--- src/rtl/amo_seq_ctrl_if.sv ---
// Data-memory port between the AMO sequencer (master) and the LSU arbiter (slave).
interface amo_seq_ctrl_if #(
  parameter int unsigned XLEN   = 64,
  parameter int unsigned ADDR_W = 64
);
  logic              mem_req;
  logic              mem_we;
  logic [ADDR_W-1:0] mem_addr;
  logic [XLEN-1:0]   mem_wdata;
  logic [1:0]        mem_wlen;
  logic              mem_ack;
  logic [XLEN-1:0]   mem_rdata;

  modport master (
    output mem_req, mem_we, mem_addr, mem_wdata, mem_wlen,
    input  mem_ack, mem_rdata
  );

  modport slave (
    input  mem_req, mem_we, mem_addr, mem_wdata, mem_wlen,
    output mem_ack, mem_rdata
  );
endinterface

--- src/rtl/amo_seq_ctrl.sv ---
// RV64A AMO/LR/SC sequencer: read/modify/write on the data port, LR reservation, rd value.
// Optional OIRV_AMO_MISALIGN_CHK_EN: misaligned addresses complete at once with misaligned=1.
module amo_seq_ctrl #(
  parameter int unsigned XLEN   = 64,
  parameter int unsigned ADDR_W = 64
) (
  input  logic              clk,
  input  logic              rstn,
  input  logic              start,
  input  logic [4:0]        funct5,
  input  logic              is_word,
  input  logic [ADDR_W-1:0] addr,
  input  logic [XLEN-1:0]   src,
  input  logic              flush,
  input  logic              trap,
  amo_seq_ctrl_if.master    mem,
  output logic              hold,
  output logic              done,
  output logic [XLEN-1:0]   rd_data,
  output logic              misaligned
);

  typedef enum logic [2:0] {S_IDLE, S_RD, S_MOD, S_WR, S_DONE} state_e;

  typedef enum logic [4:0] {
    OP_ADD  = 5'b00000,
    OP_SWAP = 5'b00001,
    OP_LR   = 5'b00010,
    OP_SC   = 5'b00011,
    OP_XOR  = 5'b00100,
    OP_OR   = 5'b01000,
    OP_AND  = 5'b01100,
    OP_MIN  = 5'b10000,
    OP_MAX  = 5'b10100,
    OP_MINU = 5'b11000,
    OP_MAXU = 5'b11100
  } amo_op_e;

  state_e            state_q, state_d;
  logic [4:0]        op_q;
  logic              word_q;
  logic [ADDR_W-1:0] addr_q;
  logic [XLEN-1:0]   src_q;
  logic [XLEN-1:0]   wdata_q;
  logic [XLEN-1:0]   ld_q;
  logic              resv_valid_q;
  logic [ADDR_W-1:0] resv_addr_q;

  logic              accept;
  logic              sc_hit;
  logic              start_mis;
  logic [XLEN-1:0]   op_a_s, op_b_s, op_a_u, op_b_u, alu_res;

  function automatic logic [XLEN-1:0] sext32(input logic [31:0] v);
    return {{(XLEN-32){v[31]}}, v};
  endfunction

  function automatic logic [XLEN-1:0] zext32(input logic [31:0] v);
    return {{(XLEN-32){1'b0}}, v};
  endfunction

  assign accept = (state_q == S_IDLE) && start && !flush;
  assign sc_hit = resv_valid_q && (resv_addr_q == addr);

`ifdef OIRV_AMO_MISALIGN_CHK_EN
  logic mis_q;
  always_comb begin
    start_mis = is_word ? (addr[1:0] != 2'b00) : (addr[2:0] != 3'b000);
  end
`else
  always_comb begin
    start_mis = 1'b0;
  end
`endif

  always_ff @(posedge clk) begin
    if (!rstn) state_q <= S_IDLE;
    else       state_q <= state_d;
  end

  always_comb begin
    state_d = state_q;
    case (state_q)
      S_IDLE: begin
        if (accept) begin
          if (start_mis)            state_d = S_DONE;
          else if (funct5 == OP_SC) state_d = sc_hit ? S_WR : S_DONE;
          else                      state_d = S_RD;
        end
      end
      S_RD:    if (mem.mem_ack) state_d = (op_q == OP_LR) ? S_DONE : S_MOD;
      S_MOD:   state_d = S_WR;
      S_WR:    if (mem.mem_ack) state_d = S_DONE;
      default: state_d = S_IDLE;
    endcase
  end

  // .W operands: sign- or zero-extend the low words so one 64-bit ALU serves both widths
  always_comb begin
    op_a_s = word_q ? sext32(ld_q[31:0])  : ld_q;
    op_b_s = word_q ? sext32(src_q[31:0]) : src_q;
    op_a_u = word_q ? zext32(ld_q[31:0])  : ld_q;
    op_b_u = word_q ? zext32(src_q[31:0]) : src_q;
    case (op_q)
      OP_SWAP: alu_res = op_b_s;
      OP_XOR:  alu_res = op_a_s ^ op_b_s;
      OP_OR:   alu_res = op_a_s | op_b_s;
      OP_AND:  alu_res = op_a_s & op_b_s;
      OP_MIN:  alu_res = ($signed(op_a_s) < $signed(op_b_s)) ? op_a_s : op_b_s;
      OP_MAX:  alu_res = ($signed(op_a_s) < $signed(op_b_s)) ? op_b_s : op_a_s;
      OP_MINU: alu_res = (op_a_u < op_b_u) ? op_a_u : op_b_u;
      OP_MAXU: alu_res = (op_a_u < op_b_u) ? op_b_u : op_a_u;
      default: alu_res = op_a_s + op_b_s;
    endcase
  end

  // ld_q doubles as the rd result: SC status is preloaded at accept, loads overwrite it
  always_ff @(posedge clk) begin
    if (!rstn) begin
      op_q    <= '0;
      word_q  <= 1'b0;
      addr_q  <= '0;
      src_q   <= '0;
      wdata_q <= '0;
      ld_q    <= '0;
`ifdef OIRV_AMO_MISALIGN_CHK_EN
      mis_q   <= 1'b0;
`endif
    end else begin
      case (state_q)
        S_IDLE: begin
          if (accept) begin
            op_q    <= funct5;
            word_q  <= is_word;
            addr_q  <= addr;
            src_q   <= src;
            wdata_q <= src;
            ld_q    <= (funct5 == OP_SC && !sc_hit && !start_mis) ?
                       {{(XLEN-1){1'b0}}, 1'b1} : '0;
`ifdef OIRV_AMO_MISALIGN_CHK_EN
            mis_q   <= start_mis;
`endif
          end
        end
        S_RD:    if (mem.mem_ack) ld_q <= word_q ? sext32(mem.mem_rdata[31:0]) : mem.mem_rdata;
        S_MOD:   wdata_q <= alu_res;
        default: ;
      endcase
    end
  end

  // Clearing wins over an LR completing in the same cycle as a trap or flush
  always_ff @(posedge clk) begin
    if (!rstn) begin
      resv_valid_q <= 1'b0;
      resv_addr_q  <= '0;
    end else if (trap || flush || (accept && funct5 == OP_SC)) begin
      resv_valid_q <= 1'b0;
    end else if (state_q == S_RD && mem.mem_ack && op_q == OP_LR) begin
      resv_valid_q <= 1'b1;
      resv_addr_q  <= addr_q;
    end
  end

  always_comb begin
    hold          = accept || (state_q != S_IDLE && state_q != S_DONE);
    mem.mem_req   = (state_q == S_RD) || (state_q == S_WR);
    mem.mem_we    = (state_q == S_WR);
    mem.mem_addr  = addr_q;
    mem.mem_wdata = wdata_q;
    mem.mem_wlen  = ((state_q == S_RD) || (state_q == S_WR)) ?
                    (word_q ? 2'd2 : 2'd3) : 2'd0;
    done          = (state_q == S_DONE);
    rd_data       = ld_q;
`ifdef OIRV_AMO_MISALIGN_CHK_EN
    misaligned    = (state_q == S_DONE) && mis_q;
`else
    misaligned    = 1'b0;
`endif
  end

endmodule

--- src/flat_wrapper.sv ---
// flat-port wrapper written by rule: the top's interface ports become plain ports
module amo_seq_ctrl_flat 
#(
  parameter int unsigned XLEN   = 64,
  parameter int unsigned ADDR_W = 64
)
  (clk, rstn, start, funct5, is_word, addr, src, flush, trap, hold, done, rd_data, misaligned, mem_mem_req, mem_mem_we, mem_mem_addr, mem_mem_wdata, mem_mem_wlen, mem_mem_ack, mem_mem_rdata);
  amo_seq_ctrl_if #(.XLEN(XLEN), .ADDR_W(ADDR_W)) mem_i ();
  input  logic clk;
  input  logic rstn;
  input  logic start;
  input  logic [4:0] funct5;
  input  logic is_word;
  input  logic [ADDR_W-1:0] addr;
  input  logic [XLEN-1:0] src;
  input  logic flush;
  input  logic trap;
  output logic hold;
  output logic done;
  output logic [XLEN-1:0] rd_data;
  output logic misaligned;
  output wire logic [$bits(mem_i.mem_req)-1:0] mem_mem_req;
  output wire logic [$bits(mem_i.mem_we)-1:0] mem_mem_we;
  output wire logic [$bits(mem_i.mem_addr)-1:0] mem_mem_addr;
  output wire logic [$bits(mem_i.mem_wdata)-1:0] mem_mem_wdata;
  output wire logic [$bits(mem_i.mem_wlen)-1:0] mem_mem_wlen;
  input wire logic [$bits(mem_i.mem_ack)-1:0] mem_mem_ack;
  input wire logic [$bits(mem_i.mem_rdata)-1:0] mem_mem_rdata;
  assign mem_mem_req = mem_i.mem_req;
  assign mem_mem_we = mem_i.mem_we;
  assign mem_mem_addr = mem_i.mem_addr;
  assign mem_mem_wdata = mem_i.mem_wdata;
  assign mem_mem_wlen = mem_i.mem_wlen;
  assign mem_i.mem_ack = mem_mem_ack;
  assign mem_i.mem_rdata = mem_mem_rdata;
  amo_seq_ctrl #(.XLEN(XLEN), .ADDR_W(ADDR_W)) u_core (.clk(clk), .rstn(rstn), .start(start), .funct5(funct5), .is_word(is_word), .addr(addr), .src(src), .flush(flush), .trap(trap), .mem(mem_i), .hold(hold), .done(done), .rd_data(rd_data), .misaligned(misaligned));
endmodule
--- config.mk ---
export PLATFORM = sky130hd
export DESIGN_NAME = amo_seq_ctrl_flat
export DESIGN_NICKNAME = d
export VERILOG_FILES = /design/src/rtl/amo_seq_ctrl_if.sv /design/src/rtl/amo_seq_ctrl.sv /design/src/flat_wrapper.sv
export SDC_FILE = /design/constraint.sdc
export NUM_CORES = 1
export LEC_CHECK = 0
export CAP_MARGIN = 15
export CELL_PAD_IN_SITES_DETAIL_PLACEMENT = 0
export CELL_PAD_IN_SITES_GLOBAL_PLACEMENT = 1
export CORE_MARGIN = 2
export CORE_UTILIZATION = 35
export DETAILED_ROUTE_END_ITERATION = 16
export PLACE_DENSITY_LB_ADDON = 0.1
export SYNTH_ARGS = -nofsm -noshare
export SYNTH_HDL_FRONTEND = slang
export SYNTH_SLANG_ARGS = --single-unit
--- constraint.sdc ---
create_clock -name clk -period 12.5 [get_ports clk]
set_input_delay 2.5 -clock clk [delete_from_list [all_inputs] [get_ports clk]]
set_output_delay 2.5 -clock clk [all_outputs]
set_load 0.01 [all_outputs]
# == Word level (Yosys, flattened, before mapping) ==
# Index checks and enable logic that the tools add are counted.
# word_totals
mem_bits_rw,0
inputBits,204
ff_bits,330
mem_bits_ro,0
elab_cells,85
latch_bits,0
n_memories,0
output_inout_bits,199
# op_classes
n_shift,0
eq_ne,19
mul,0
muxes,25
n_addsub,1
order_cmp,2
bitwise,5
reduce_logical,24
div_mod_pow,0
# ops
cell,n
$mux 64,12
$pmux 64 s8,1
$pmux 64 s2,2
$lt 64x64->1,2
$add 64x64->64,1
$and 64x64->64,1
$eq 64x64->1,1
$or 64x64->64,1
$xor 64x64->64,1
$eq 5x5->1 const B,4
$mux 3,6
$pmux 3 s4,1
$eq 5x2->1 const B,2
$eq 5x4->1 const B,2
$logic_and 1x1->1,8
$eq 3x2->1 const B,2
$reduce_and 2->1,3
$reduce_and 3->1,2
$eq 5x1->1 const B,1
$eq 5x3->1 const B,1
$logic_or 1x1->1,4
$ne 2x1->1 const B,2
$reduce_bool 2->1,2
$eq 3x1->1 const B,1
10 further kinds,13

# == Depth between registers and ports, before layout ==
# Gate-level depths: netlist of run 1.
# depth
ltp_word,7
mapped_depth,21
mapped_depth_nobuf,16

# == Least setup slack after synthesis of run 1 ==
# Ideal clock, no wire load.
# synth_path
path_type,input to output
from,in start
to,out hold
path_stages,6
required_ps,10000
arrival_time_ps,3413
slack_ps,6587
path_buffers,2
cell_sequence,nand2b_1 nor3_1 nand2b_1 clkbuf_1 clkbuf_1 nand2_1
# synth_via
elab_chain_cells,3
# synth_rtl
item,line_no,rtl
from (decl),flat_wrapper.sv:11,input logic start;
$logic_and 1x1->1 (2 in series),amo_seq_ctrl.sv:62,assign accept = (state_q == S_IDLE) && start && !flush;
$logic_or 1x1->1,amo_seq_ctrl.sv:166,hold = accept || (state_q != S_IDLE && state_q != S_DONE);
to (decl),flat_wrapper.sv:18,output logic hold;
# Every way passes these cells.

# == Worst setup path after layout of run 1 ==
# Same ends and word-level chain as after synthesis.

==> results of run 1 <==
-- routing by layer --
metal  global-route usage  routed length (um)  vias to the layer above
met5                    0                 149                        -
met4               0.0996                3560                       22
met3               0.0671                7910                      187
met2                0.475               50100                      870
met1                0.355               45900                    12400
li1                     -                   -                    12300
-- power breakdown --
part           switching, uW  internal [uW]
registers               50.4           1100
logic                    450            293
clock network            536            767
-- state kept, by name (all words and copies together) (netlist names) --
name and cells:
u_core.state_q 3, u_core.mem.mem_wdata 64, u_core.rd_data 64, u_core.resv_valid_q 1, u_core.resv_addr_q 64, u_core.word_q 1, u_core.mem.mem_addr 64, u_core.op_q 5
u_core.src_q 64
-- stage by stage --
step           std cells  setup slack [ns]  power [uW]
2_1_floorplan       3437              6.59        1570
3_3_place_gp        4563              5.30        1900
3_5_place_dp        4564              5.25        1910
4_1_cts             4644              5.24        3230
5_1_grt             4648              5.09        3330
6_report            4651              5.27        3190
-- layout make-up --
| cell class | instances | area, um2 |
|---|---|---|
| Timing Repair Buffer | 435 | 4300 |
| Tap cell | 940 | 1180 |
| Antenna cell | 7 | 17.5 |
| Multi-Input combinational cell | 2640 | 16300 |
| Fill cell | 7242 | 39200 |
| Clock buffer | 69 | 1270 |
| Clock inverter | 11 | 189 |
| Inverter | 219 | 822 |
| Sequential cell | 330 | 6610 |
-- worst paths after layout --
check,from,to,cells after the start
max,start,hold,6
min,u_core.src_q[61],u_core.src_q[61],2
max reg2reg,u_core.word_q,u_core.mem.mem_wdata[49],15
min reg2reg,u_core.src_q[61],u_core.src_q[61],2
-- cells in the final DEF (no fill, tap or decap), types with 35 or more instances in the layout --
cell type / n
nand2b_1: 41
a21oi_1: 267
nor2b_1: 82
a221oi_1: 60
nand3_1: 79
inv_1: 217
clkdlybuf4s50_1: 400
dfxtp_1: 328
nor3_1: 35
clkbuf_16: 44
a21boi_0: 274
nor2_1: 160
ha_1: 224
nand2_1: 724
a21o_1: 35
nand4_1: 35
o21ai_0: 205
-- kinds of logic after synthesis --
group / Yosys count / synth area share
multiplexers: 12 / 0.00487
adder cells (fa/ha/maj): 225 / 0.114
buffers and inverters: 467 / 0.0741
XOR/XNOR: 58 / 0.0206
AO/OA/AOI/OAI: 1080 / 0.290
flip-flops: 330 / 0.268
AND/OR/NAND/NOR: 1264 / 0.229
other: 1 / 0.000152
-- cell usage after synthesis (23+ instances only) --
| cell | n |
|---|---|
| a21o_1 | 35 |
| nand2_1 | 724 |
| nand4_1 | 35 |
| inv_1 | 217 |
| o22ai_1 | 25 |
| and2_1 | 27 |
| xnor2_1 | 27 |
| a221oi_1 | 60 |
| nor2_1 | 161 |
| nor3_1 | 37 |
| nand2b_1 | 43 |
| nor4_1 | 25 |
| a31oi_1 | 23 |
| a21boi_0 | 274 |
| nor2b_1 | 83 |
| nand3_1 | 80 |
| o21ai_0 | 205 |
| dfxtp_1 | 330 |
| a21oi_1 | 267 |
| xor2_1 | 31 |
| clkbuf_1 | 204 |
| ha_1 | 224 |
-- tightest hold or removal path: stages (launching register included) --
cell	delay (ns)
dfxtp_1	0.30
nand2_1	0.04
a21boi_0	0.06
==> impl_metrics.env, run 1 <==
export IMPL_ys_dominant_reg_cell="dfxtp_1"
export IMPL_p_leak_uw=0.0121
export IMPL_synth_largest_type_area_fraction=0.268
export IMPL_die_area_um2=72700
export IMPL_critical_path_max_fanout=58
export IMPL_postCtsHoldBufs=0
export IMPL_max_slew_margin=0.206
export IMPL_crit_path_max_incr_delay_ns=0.57
export IMPL_drt_wl_total_um=108000
export IMPL_starting_density=0.353
export IMPL_synth_seq_area_share=0.268
export IMPL_max_cap_violations=0
export IMPL_path_common_cell="clkdlybuf4s50_1"
export IMPL_remaining_global_route_overflow=0
export IMPL_worstSetupStartpointType="input pin"
export IMPL_via_count=25800
export IMPL_synth_fp_nets=3866
export IMPL_end_kind="output pin"
export IMPL_cts_max_path_buffers=3
export IMPL_worstMarginPinSlew_ns=1.18
export IMPL_vias_per_cell=5.55
export IMPL_placed_area_um2=29200
export IMPL_finish_instance_area_um2=30700
export IMPL_cts_htree_levels=2
export IMPL_power_density_nw_per_um2=104
export IMPL_rsz0062_at_grt="false"
export IMPL_tritoncts="yes"
export IMPL_totalNegativeSetupSlack_ns=0
export IMPL_worstSkewPairLatency_ns=0.60
export IMPL_timing_critical_path_cells="clkdlybuf4s50_1 > nand2b_1 > nor3_1 > nand2b_4 > nand2_1 > clkdlybuf4s50_1"
export IMPL_number_of_drc_markers_after_the_initial_detailed_route_iteration=1998
export IMPL_yosysTopAreaCell="dfxtp_1"
export IMPL_routed_wire_length_per_instance_um=23.1
export IMPL_hold_viol_final=0
export IMPL_grt_first_pass_wirelength_um=159000
export IMPL_grt_total_usage=0.284
export IMPL_route_antenna_remaining_nets=0
export IMPL_cts_setup_buffers=0
export IMPL_cts_sink_count=330
export IMPL_final_hold_worst_slack_ns=0.463
export IMPL_path_buf_inv=2
export IMPL_synthesis_area_um2=24700
export IMPL_drive_gt1_frac=0.0359
export IMPL_ioPinCount=403
export IMPL_core_ar_um2=69900
export IMPL_worst_endpoint_arrival_ns=4.73
export IMPL_period_minus_slack_ns=7.23
export IMPL_grt_pass1_vias=25300
export IMPL_dieHeight_um=270
export IMPL_io_buffers=401
export IMPL_synth_edff_count=0
export IMPL_hold_path_class="reg2reg"
export IMPL_worstSetupPathType="in2out"
export IMPL_clock_fmax_ghz=0.138
export IMPL_row_count=97
export IMPL_vdd_ir_drop_worst_v=0.000114
export IMPL_worst_path_dominant_cell_family="simple AND/OR/NAND/NOR gates"
export IMPL_place_gp_congestion=0.973
export IMPL_antenna_found_initial=18
export IMPL_route_detailed_drc=0
export IMPL_avgSynthCellArea_um2=7.18
export IMPL_synth_ff_latch_count=330
export IMPL_clock_root_buffer="clkbuf_16"
export IMPL_yosys_cell_types_count=87
export IMPL_finalSetupViolCount=0
export IMPL_async_flop_share=0
export IMPL_critPathRequiredTime_ns=10.00
export IMPL_place_detailed_hpwl_um=78500
export IMPL_final_util=0.439
export IMPL_nets=4099
export IMPL_pin_count_of_the_biggest_net_entering_global_routing=195
export IMPL_critical_path_slowest_cell="clkdlybuf4s50_1"
export IMPL_timing_final_crit_share=0.578
export IMPL_timing_final_max_slew_violations=0
export IMPL_ff2ff_setup_slack_ns=5.40
export IMPL_status="finished, final reports clean"
export IMPL_detail_route_first_pass_iterations=8
export IMPL_area_delta_synth_final_pct=24.4
export IMPL_tritoncts_num_buffers=44
export IMPL_clock_skew_final_ns=0.0262
export IMPL_synth_top_area_cells="dfxtp_1 27%, ha_1 11%, nand2_1 11%"
export IMPL_cts_reportedPaths_clkPinSlew_ns=0.06
export IMPL_post_cts_resize_count=0
export IMPL_synth_warnings=0
export IMPL_die_w_um=270
export IMPL_syn_inst=3437
Power figures use the tool's default switching activity.
==> inputs of run 2 (changes only) <==
==> constraint.sdc (replaced) <==
create_clock -name clk -period 6.03 [get_ports clk]
set_input_delay 1.206 -clock clk [delete_from_list [all_inputs] [get_ports clk]]
set_output_delay 1.206 -clock clk [all_outputs]
set_load 0.01 [all_outputs]
==> impl_metrics.env, run 2 (synthesized netlist as in run 1, its figures left out) <==
export IMPL_dieHeight_um=270
export IMPL_ioPinCount=403
export IMPL_crit_end="u_core.mem.mem_wdata[40]"
export IMPL_die_w_um=270
export IMPL_worstSetupStartpointType="register"
export IMPL_vdd_ir_drop_worst_v=0.000191
export IMPL_worstHoldPathCells=2
export IMPL_timing_final_crit_share=0.906
export IMPL_totalNegativeSetupSlack_ns=0
export IMPL_core_ar_um2=69900
export IMPL_grt_total_usage=0.294
export IMPL_cts_sink_count=330
export IMPL_place_gp_congestion=1.05
export IMPL_io_buffers=401
export IMPL_place_detailed_hpwl_um=82700
export IMPL_tritoncts_num_buffers=43
export IMPL_critPathRequiredTime_ns=6.48
export IMPL_worstHoldStart="u_core.resv_addr_q[6]"
export IMPL_period_minus_slack_ns=5.46
export IMPL_clock_skew_final_ns=0.0270
export IMPL_cts_setup_buffers=0
export IMPL_hold_path_class="reg2reg"
export IMPL_final_common_cell="nand2_1"
export IMPL_rsz0062_at_grt="false"
export IMPL_fillCellCount=7172
export IMPL_antenna_found_initial=22
export IMPL_critical_path_max_fanout=29
export IMPL_cts_reportedPaths_clkPinSlew_ns=0.06
export IMPL_row_count=97
export IMPL_area_delta_synth_final_pct=25.1
export IMPL_number_of_drc_markers_after_the_initial_detailed_route_iteration=1911
export IMPL_final_util=0.442
export IMPL_p_leak_uw=0.0122
export IMPL_finalSetupViolCount=0
export IMPL_grt_first_pass_wirelength_um=165000
export IMPL_worstRegToRegCells=13
export IMPL_end_kind="register"
export IMPL_route_detailed_drc=0
export IMPL_via_count=26000
export IMPL_worstMarginPinSlew_ns=1.18
export IMPL_tritoncts="yes"
export IMPL_r2r_end="u_core.mem.mem_wdata[40]"
export IMPL_status="finished, final reports clean"
export IMPL_ff2ff_setup_slack_ns=0.57
export IMPL_timing_final_max_slew_violations=0
export IMPL_max_cap_violations=0
export IMPL_cts_max_path_buffers=3
export IMPL_post_cts_resize_count=0
export IMPL_remaining_global_route_overflow=0
export IMPL_worstSetupPathType="reg2reg"
export IMPL_postCtsHoldBufs=0
export IMPL_worst_endpoint_arrival_ns=5.91
export IMPL_detail_route_first_pass_iterations=6
export IMPL_multi_input_area_um2=16300
export IMPL_starting_density=0.353
export IMPL_rr_startpoint="u_core.word_q"
export IMPL_clock_fmax_ghz=0.183
export IMPL_grt_pass1_vias=25700
export IMPL_drt_wl_total_um=111000
export IMPL_drive_gt1_frac=0.0456
export IMPL_hold_viol_final=0
export IMPL_pin_count_of_the_biggest_net_entering_global_routing=112
export IMPL_route_antenna_remaining_nets=0
export IMPL_seqCellArea_um2=6610
export IMPL_cts_htree_levels=2
export IMPL_power_density_nw_per_um2=212
export IMPL_worstSkewPairLatency_ns=0.61
export IMPL_vias_per_cell=5.56
export IMPL_routed_wire_length_per_instance_um=23.7
export IMPL_die_area_um2=72700
export IMPL_max_slew_margin=0.216
export IMPL_most_common_layout_cells="723 x nand2_1, 400 x clkdlybuf4s50_1, 328 x dfxtp_1"
export IMPL_crit_path_start="u_core.word_q"
export IMPL_clock_root_buffer="clkbuf_16"
export IMPL_nets=4128
export IMPL_final_hold_worst_slack_ns=0.464
run 2: changes by cell type in the layout (fill, tap and decap cells not counted), moves of 2 or more:
cell	before	now
bufinv_16	3	1
clkinvlp_4	2	5
diode_2	7	5
clkbuf_8	9	11
clkinv_2	3	6
clkbuf_1	17	8
buf_4	31	61
run 2: area by class of cell:
| type | instances | share of cell area |
|---|---|---|
| Multi-Input combinational cell | 2640 | 0.528 |
| Sequential cell | 330 | 0.214 |
| Timing Repair Buffer | 465 | 0.147 |
| Clock buffer | 61 | 0.0403 |
| Tap cell | 940 | 0.0381 |
| Inverter | 219 | 0.0266 |
| Clock inverter | 16 | 0.00523 |
| Antenna cell | 5 | 0.000405 |
run 2: worst min path at each step:
stage	slack [ns]	endpoint
after CTS	0.47	u_core.mem.mem_wdata[19]
after detailed placement	0.46	u_core.mem.mem_wdata[19]
after floorplan	0.44	u_core.src_q[41]
final	0.46	u_core.resv_addr_q[6]
after global placement	0.45	u_core.mem.mem_wdata[19]
after global routing	0.49	u_core.src_q[59]
run 2: where the power goes:
group	leakage (uW)	switching, uW	internal, uW
sequential	0.00268	108	2280
clock	0.000677	1110	1490
combinational	0.00886	944	627
total	0.0122	2160	4390
run 2: worst max-delay path, cell delays in order (launching register included):
cell	delay [ns]
dfxtp_2	0.35
buf_4	0.25
nor2b_1	0.68
nor2_1	0.13
ha_1	0.46
nor4_2	0.38
nand4b_1	0.28
or4b_1	0.61
o2111a_1	0.31
a31o_2	0.32
nand3_2	0.13
o211ai_1	0.33
a2111oi_0	0.88
a21oi_1	0.13
run 2: layer usage:
metal	vias to the layer above	global-route usage	routed length, um
met3	199	0.0720	8470
met2	880	0.489	51500
met1	12500	0.371	47000
li1	12400	-	-
met4	26	0.102	3920
met5	-	0	183
run 2: through the flow:
stage,area (um2),setup WS (ns),total power (uW),std cells
floorplan,24700,1.72,3260,3437
global placement,29500,0.778,3970,4594
detailed placement,29500,0.769,3990,4594
CTS,30900,0.725,6620,4671
global route,30900,0.427,6860,4674
finish,30900,0.569,6550,4676
==> inputs of run 3 (changes only) <==
==> constraint.sdc (replaced) <==
create_clock -name clk -period 5.5 [get_ports clk]
set_input_delay 1.1 -clock clk [delete_from_list [all_inputs] [get_ports clk]]
set_output_delay 1.1 -clock clk [all_outputs]
set_load 0.01 [all_outputs]
==> impl_metrics.env, run 3 (synthesized netlist as in run 1, its figures left out) <==
export IMPL_cts_reportedPaths_clkPinSlew_ns=0.06
export IMPL_path_common_cell="nor3_1"
export IMPL_post_route_worst_setup_slack_ns=0.416
export IMPL_number_of_drc_markers_after_the_initial_detailed_route_iteration=1796
export IMPL_place_gp_congestion=0.943
export IMPL_pin_count_of_the_biggest_net_entering_global_routing=199
export IMPL_final_common_cell="nand2_1"
export IMPL_ff2ff_setup_slack_ns=0.42
export IMPL_path_buf_inv=2
export IMPL_worstMarginPinSlew_ns=1.09
export IMPL_place_ws_ns=0.616
export IMPL_worstSetupStartpointType="register"
export IMPL_rsz0062_at_grt="false"
export IMPL_critical_path_slowest_cell="nor3_1"
export IMPL_tritoncts="yes"
export IMPL_clock_skew_final_ns=0.0327
export IMPL_post_layout_nonfiller_instances=4685
export IMPL_ioPinCount=403
export IMPL_nets=4135
export IMPL_period_minus_slack_ns=5.08
export IMPL_p_leak_uw=0.0123
export IMPL_remaining_global_route_overflow=0
export IMPL_final_hold_worst_slack_ns=0.461
export IMPL_starting_density=0.353
export IMPL_max_slew_margin=0.276
export IMPL_end_kind="register"
export IMPL_drive_gt1_frac=0.0466
export IMPL_final_util=0.444
export IMPL_vias_per_cell=5.55
export IMPL_hold_path_class="reg2reg"
export IMPL_worstSetupPathType="reg2reg"
export IMPL_core_ar_um2=69900
export IMPL_cts_max_path_buffers=3
export IMPL_antenna_found_initial=18
export IMPL_crit_path_max_incr_delay_ns=0.52
export IMPL_io_buffers=401
export IMPL_max_cap_violations=0
export IMPL_route_antenna_remaining_nets=0
export IMPL_post_cts_resize_count=0
export IMPL_tritoncts_num_buffers=43
export IMPL_worstHoldPathCells=2
export IMPL_clock_root_buffer="clkbuf_16"
export IMPL_grt_first_pass_wirelength_um=165000
export IMPL_cts_setup_buffers=0
export IMPL_place_detailed_hpwl_um=82600
export IMPL_timing_final_crit_share=0.924
export IMPL_worstSkewPairLatency_ns=0.60
export IMPL_cts_sink_count=330
export IMPL_finalSetupViolCount=0
export IMPL_critical_path_max_fanout=66
export IMPL_vdd_ir_drop_worst_v=0.000218
export IMPL_worstRegToRegCells=15
export IMPL_totalNegativeSetupSlack_ns=0
export IMPL_die_area_um2=72700
export IMPL_timing_critical_path_cells="buf_12 > nand2b_1 > ha_1 > a21o_1 > a221o_1 > a21oi_1 > o21ai_0 > or3_1 > nor3_1 > nor3_4 > nand2_1 > buf_4 > a2bb2o_1 > nor3_1 > o22ai_1"
export IMPL_die_w_um=270
export IMPL_via_count=26000
export IMPL_status="finished, final reports clean"
export IMPL_hold_viol_final=0
export IMPL_r2r_end="u_core.mem.mem_wdata[35]"
export IMPL_area_delta_synth_final_pct=25.7
export IMPL_power_density_nw_per_um2=233
export IMPL_worst_path_dominant_cell_family="simple AND/OR/NAND/NOR gates"
export IMPL_most_common_layout_cells="723 x nand2_1, 400 x clkdlybuf4s50_1, 328 x dfxtp_1"
export IMPL_cts_htree_levels=2
export IMPL_grt_pass1_vias=25900
export IMPL_grt_total_usage=0.295
export IMPL_detail_route_first_pass_iterations=5
export IMPL_routed_wire_length_per_instance_um=23.7
export IMPL_clock_fmax_ghz=0.197
export IMPL_postCtsHoldBufs=0
export IMPL_critPathRequiredTime_ns=5.95
export IMPL_row_count=97
export IMPL_worstHoldStart="u_core.mem.mem_wdata[12]"
export IMPL_dieHeight_um=270
export IMPL_worst_endpoint_arrival_ns=5.53
export IMPL_timing_final_max_slew_violations=0
export IMPL_dpl_cell_count=4601
export IMPL_rr_startpoint="u_core.word_q"
export IMPL_drt_wl_total_um=111000
export IMPL_route_detailed_drc=0
export IMPL_hold_path_end="u_core.mem.mem_wdata[12]"
## run 3: worst max path at each step
stage                        startpoint  slack [ns]  depth (start not counted)                  endpoint
after global routing      u_core.word_q        0.18                         15  u_core.mem.mem_wdata[49]
after global placement    u_core.word_q        0.65                         15  u_core.mem.mem_wdata[30]
final                     u_core.word_q        0.42                         15  u_core.mem.mem_wdata[35]
after CTS                 u_core.word_q        0.60                         15  u_core.mem.mem_wdata[35]
after detailed placement  u_core.word_q        0.62                         15  u_core.mem.mem_wdata[35]
after floorplan           u_core.word_q        1.19                         18  u_core.mem.mem_wdata[17]
## run 3: layout make-up
type | instances | area [um2]
fillers | 7154 | 38900
multi-input cells | 2640 | 16300
flip-flops and latches | 330 | 6610
repair buffers | 472 | 4680
clock buffers | 62 | 1260
well taps | 940 | 1180
inverters | 219 | 822
clock inverters | 13 | 163
diodes | 9 | 22.5
## run 3: per-stage QoR
step           power, uW  area, um2
2_1_floorplan       3580      24700
4_1_cts             7310      31000
3_5_place_dp        4390      29600
6_report            7240      31000
5_1_grt             7580      31000
3_3_place_gp        4380      29600
## run 3: per-layer routing
metal / vias to the layer above / global-route usage / share of wire
met3: 203 / 0.0920 / 0.089
met4: 18 / 0.104 / 0.035
li1: 12400 / - / -
met2: 919 / 0.473 / 0.45
met5: - / 0 / 0.00098
met1: 12400 / 0.373 / 0.42
## run 3: power breakdown
part	leakage (uW)	internal [uW]	switching, uW
registers	0.00268	2500	116
clock network	0.000690	1680	1190
logic	0.00892	697	1050
total	0.0123	4880	2360
## run 3: worst register-to-register path: stages (launching register included)
cell      delay, ns
dfxtp_2        0.44
buf_12         0.31
nand2b_1       0.37
ha_1           0.29
a21o_1         0.18
a221o_1        0.31
a21oi_1        0.26
o21ai_0        0.29
or3_1          0.41
nor3_1         0.37
nor3_4         0.11
nand2_1        0.38
buf_4          0.24
a2bb2o_1       0.31
nor3_1         0.52
o22ai_1        0.14
